--- src/rtl/square_calculator.sv ---
// Sequential shift-and-add squarer: one partial product per clock, result held until the next completion.
// Optional build macro SQUARE_EARLY_EXIT_EN: finish as soon as the remaining multiplier bits are all zero.
module square_calculator #(
  parameter int DATA_WIDTH = 16
) (
  input  logic                    clk,
  input  logic                    rstn,
  input  logic                    start,
  input  logic [DATA_WIDTH-1:0]   operand,
  output logic                    busy,
  output logic [2*DATA_WIDTH-1:0] square_out,
  output logic                    cal_done
);

  localparam int RW = 2 * DATA_WIDTH;
  localparam int CW = $clog2(DATA_WIDTH + 1);

  typedef enum logic {
    IDLE = 1'b0,
    CALC = 1'b1
  } state_e;

  state_e              state_q, state_d;
  logic [RW-1:0]       a_shift;
  logic [RW-1:0]       acc;
  logic [DATA_WIDTH-1:0] mult;
  logic [CW-1:0]       count;

  logic finish;
  logic load;
  logic step;
  logic done_d;

  // Finish edge: every multiplier bit consumed, or (optionally) nothing left to add.
`ifdef SQUARE_EARLY_EXIT_EN
  assign finish = (count == CW'(DATA_WIDTH)) || (mult == '0);
`else
  assign finish = (count == CW'(DATA_WIDTH));
`endif

  assign busy = (state_q == CALC);

  always_comb begin
    // NOTE: every output of this block gets a default first so no path can infer a latch.
    state_d = state_q;
    load    = 1'b0;
    step    = 1'b0;
    done_d  = 1'b0;
    case (state_q)
      IDLE: begin
        if (start) begin
          load    = 1'b1;
          state_d = CALC;
        end
      end
      CALC: begin
        if (finish) begin
          done_d  = 1'b1;
          state_d = IDLE;
        end else begin
          step = 1'b1;
        end
      end
      default: state_d = IDLE;
    endcase
  end

  always_ff @(posedge clk or negedge rstn) begin
    // NOTE: state uses non-blocking assignments so all registers update from pre-edge values.
    if (!rstn) begin
      state_q <= IDLE;
    end else begin
      state_q <= state_d;
    end
  end

  always_ff @(posedge clk or negedge rstn) begin
    if (!rstn) begin
      a_shift    <= '0;
      acc        <= '0;
      mult       <= '0;
      count      <= '0;
      square_out <= '0;
      cal_done   <= 1'b0;
    end else begin
      cal_done <= done_d;
      if (load) begin
        a_shift <= RW'(operand);
        mult    <= operand;
        acc     <= '0;
        count   <= '0;
      end else if (step) begin
        acc     <= acc + (mult[0] ? a_shift : '0);
        a_shift <= a_shift << 1;
        mult    <= mult >> 1;
        count   <= count + 1'b1;
      end
      if (done_d) begin
        square_out <= acc;
      end
    end
  end

endmodule

--- config.mk ---
export PLATFORM = sky130hd
export DESIGN_NAME = square_calculator
export DESIGN_NICKNAME = d
export VERILOG_FILES = /design/src/rtl/square_calculator.sv
export SDC_FILE = /design/constraint.sdc
export NUM_CORES = 1
export LEC_CHECK = 0
export ABC_CLOCK_PERIOD_IN_PS = 2840
export BUFFER_PORTS_ARGS = -buffer_cell sky130_fd_sc_hd__buf_4
export CORE_ASPECT_RATIO = 0.8
export CORE_MARGIN = 2
export CORE_UTILIZATION = 50
export DETAILED_ROUTE_END_ITERATION = 10
export PLACE_DENSITY = 0.71
export SLEW_MARGIN = 0
export SYNTH_ARGS = -nofsm -noshare
export SYNTH_HDL_FRONTEND = slang
export SYNTH_SLANG_ARGS = --single-unit
--- constraint.sdc ---
create_clock -name clk -period 2.84 [get_ports clk]
set_input_delay 0.284 -clock clk [delete_from_list [all_inputs] [get_ports clk]]
set_output_delay 0.284 -clock clk [all_outputs]
set_load 0.02 [all_outputs]
==> qor.yml <==
status: "finished, final reports clean"
multi_input_area_um2: 3612
slew_viol_final: 0
maxCapViolCount: 0
synth_cells: 687
max_freq_mhz: 361.9
cp-start-kind: "flip-flop"
p_per_area_nw_per_um2: 1234
whs_ps: 108.0
start_util_pct: 51.13
regArea_um2: 2978
vias: 5344
synthArstFlopShare_pct: 100.0
grt_pass1_wl_um: 26430
synth-seq-cells: 119
die_y_um: 106.4
final_layout_size_suffix_gt1_share_pct: 24.61
fin_crit_sh_pct: 97.31
p_leak_nw: 3.896
rsz0062_at_grt: "true"
numCtsBuffers: 17
clock_latency_ps: 420
ys_types: 54
min_period_ps: 2764
cpLargestDelayFamily: "compound AO/OA/AOI/OAI gates"
synth-compound-area-share_pct: 17.63
synth.area.mux_share_pct: 5.153
synth_adder_area_share_pct: 6.603
firstDrtPassIters: 5
finalHoldViolCount: 0
viasPerCell: 5.716
yosys.area.top_type: "dfrtp_1"
setup_tns_ps: 0
hold_class: "input port to flip-flop"
clock_path_buffers: 2
globalRouteTotalUtil_pct: 24.12
ys_warn_count: 0
worstMarginPinSlew_ps: 672.1
die_area_um2: 14050
finalClockSkew_ps: 6.651
n_antenna_cell: 0
syn_nets: 740
grt_pass1_vias: 5051
drc: 0
fillCellCount: 1032
synth_area_um2: 6556
path_class: "flip-flop to flip-flop"
ir_drop_mv: 0.6065
area_delta_synth_final_pct: 24.35
stdcell_count: 935
place_area_um2: 7244
setup_violations: 0
cpPeakStageDelay_ps: 390
design_area_um2: 8153
post-synth-top-count-cell: "dfrtp_1"
worstPathRequired_ps: 3140
synth_simple_gate_area_share_pct: 18.24
cts.sinks: 119
place_inst: 896
yosysTopAreaCellShare_pct: 45.42
cp_slowest_cell: "dfrtp_1"
fp.coreArea_um2: 12820
path_max_fanout: 16
io_pins: 53
end_kind: "flip-flop"
antenna_found_initial: 0
drtIter0Drc: 355
yosysSeqAreaShare_pct: 45.42
hpwl_um: 11600
synth_top_family_by_area: "simple AND/OR/NAND/NOR gates"
ant_nets: 0
die_w_um: 132.0
rows: 37
routabilityCongestion: 0.9190
wirelength_um: 16430
synth-xor-area-share_pct: 4.008
synth.avg_cell_area_um2: 9.543
path_cells: "buf_6, and2_1, ha_4, and3_1, a221o_1, a211oi_1, o21ai_1, nand2_1, a21oi_1, nor2_1, xor2_1, o21ai_0"
cts-root-buf: "clkbuf_16"
synth_edf_count: 0
wl_per_cell_um: 17.57
slew_headroom_pct: 54.58
port_buffers: 52
netlist_top_cells_count: "dfrtp_1 (119), nand2_1 (116), nand3_1 (51), clkbuf_1 (36)"
synth_area_leaders: "dfrtp_1 (45%), nand2_1 (6.6%), ha_1 (6.3%)"
cp_num_buf_inv: 1
synth-main-ff-cell: "dfrtp_1"
h-tree-depth: 4
cts_tree: "yes"
cts.clk_slew.worst_paths_ps: 60
grt_remaining_overflow: 0
crit_arrival_ps: 3070
finalPower_mw: 10.06
grt_max_degree: 62
fin_nets: 800
-- tightest hold or removal path: cells and delay by family --
family / cells / cell delay (ps)
AO/OA/AOI/OAI: 1 / 70
buffers and inverters: 1 / 90
AND/OR/NAND/NOR: 1 / 60
-- final timing paths --
kind	startpoint	endpoint	slack [ps]	cells past startpoint
max	mult[0]	acc[26]	80	12
min	operand[6]	a_shift[6]	110	3
max reg2reg	mult[0]	acc[26]	80	12
min reg2reg	square_out[1]	square_out[1]	480	2
max in group asynchronous	rstn	a_shift[17]	1630	3
min in group asynchronous	rstn	square_out[7]	450	2
-- registers in the layout, indices dropped and copies added (netlist names) --
signal	cells
square_out	32
acc	32
a_shift	32
busy	1
count	5
mult	16
cal_done	1
-- layout make-up --
type / instances / area share, %
tap: 175 / 2.686
timing repair buffer: 82 / 8.241
clock buffer: 21 / 5.770
clock inverter: 11 / 2.056
sequential: 119 / 36.53
multi-input combinational: 518 / 44.31
inverter: 9 / 0.4144
-- logic make-up (layout without fill, tap and decap cells) --
family / after synthesis / in the layout
AND/OR/NAND/NOR: 257 / 257
AO/OA/AOI/OAI: 167 / 167
flip-flops: 119 / 119
buffers and inverters: 50 / 123
adder cells (fa/ha/maj): 34 / 34
XOR/XNOR: 30 / 30
multiplexers: 30 / 30
-- per-layer routing --
layer / part of all wire, % / vias to the layer above / global-route usage (%) / wire [um]
met2: 43 / 158 / 34.49 / 7099
li1: - / 2548 / - / -
met1: 50 / 2619 / 35.96 / 8135
met4: 1.4 / 0 / 8.152 / 222
met5: 0 / - / 0 / 0
met3: 5.9 / 19 / 5.484 / 970
-- through the flow --
step	setup slack, ps	util [%]
2_1_floorplan	24.96	-
3_3_place_gp	10.04	56.49
3_5_place_dp	-40.99	56.49
4_1_cts	7.182	61.89
5_1_grt	-64.17	63.58
6_report	76.49	63.58
-- power breakdown --
part	internal (mW)	switching, mW
sequential	2.47	0.620
combinational	2.07	2.58
clock	1.54	0.785
total	6.08	3.99
-- what timing repair did --
action / in CTS / in global routing
hold endpoints to repair: 50 / 0
setup buffers: 1 / 5
endpoints found under the setup margin: 4 / 10
hold buffers: 1 / 0
pin swaps: 4 / 8
gates resized for setup: 6 / 31
-- cells in the final DEF, fill, tap and decap left out, types with 4 or more instances in the layout --
cell       count
o21ai_0       32
and3_1         5
a221o_1        7
nor2_1        28
clkbuf_16     17
a31oi_1       14
xnor2_1       13
mux2_2        30
nand2b_1       4
a22o_1         6
ha_1          19
a21o_1        19
a21oi_2        4
nand2_1      116
xor2_1        17
nor3_1         4
nand3_1       51
a21oi_1       24
inv_1          8
bufinv_16      4
a22oi_1       13
o21bai_1       4
o21a_1         5
o21ai_1       13
buf_12         4
dfrtp_1      119
buf_4         76
and2_1        30
ha_4          11
Note: power is estimated with default switching activity, not from simulation.
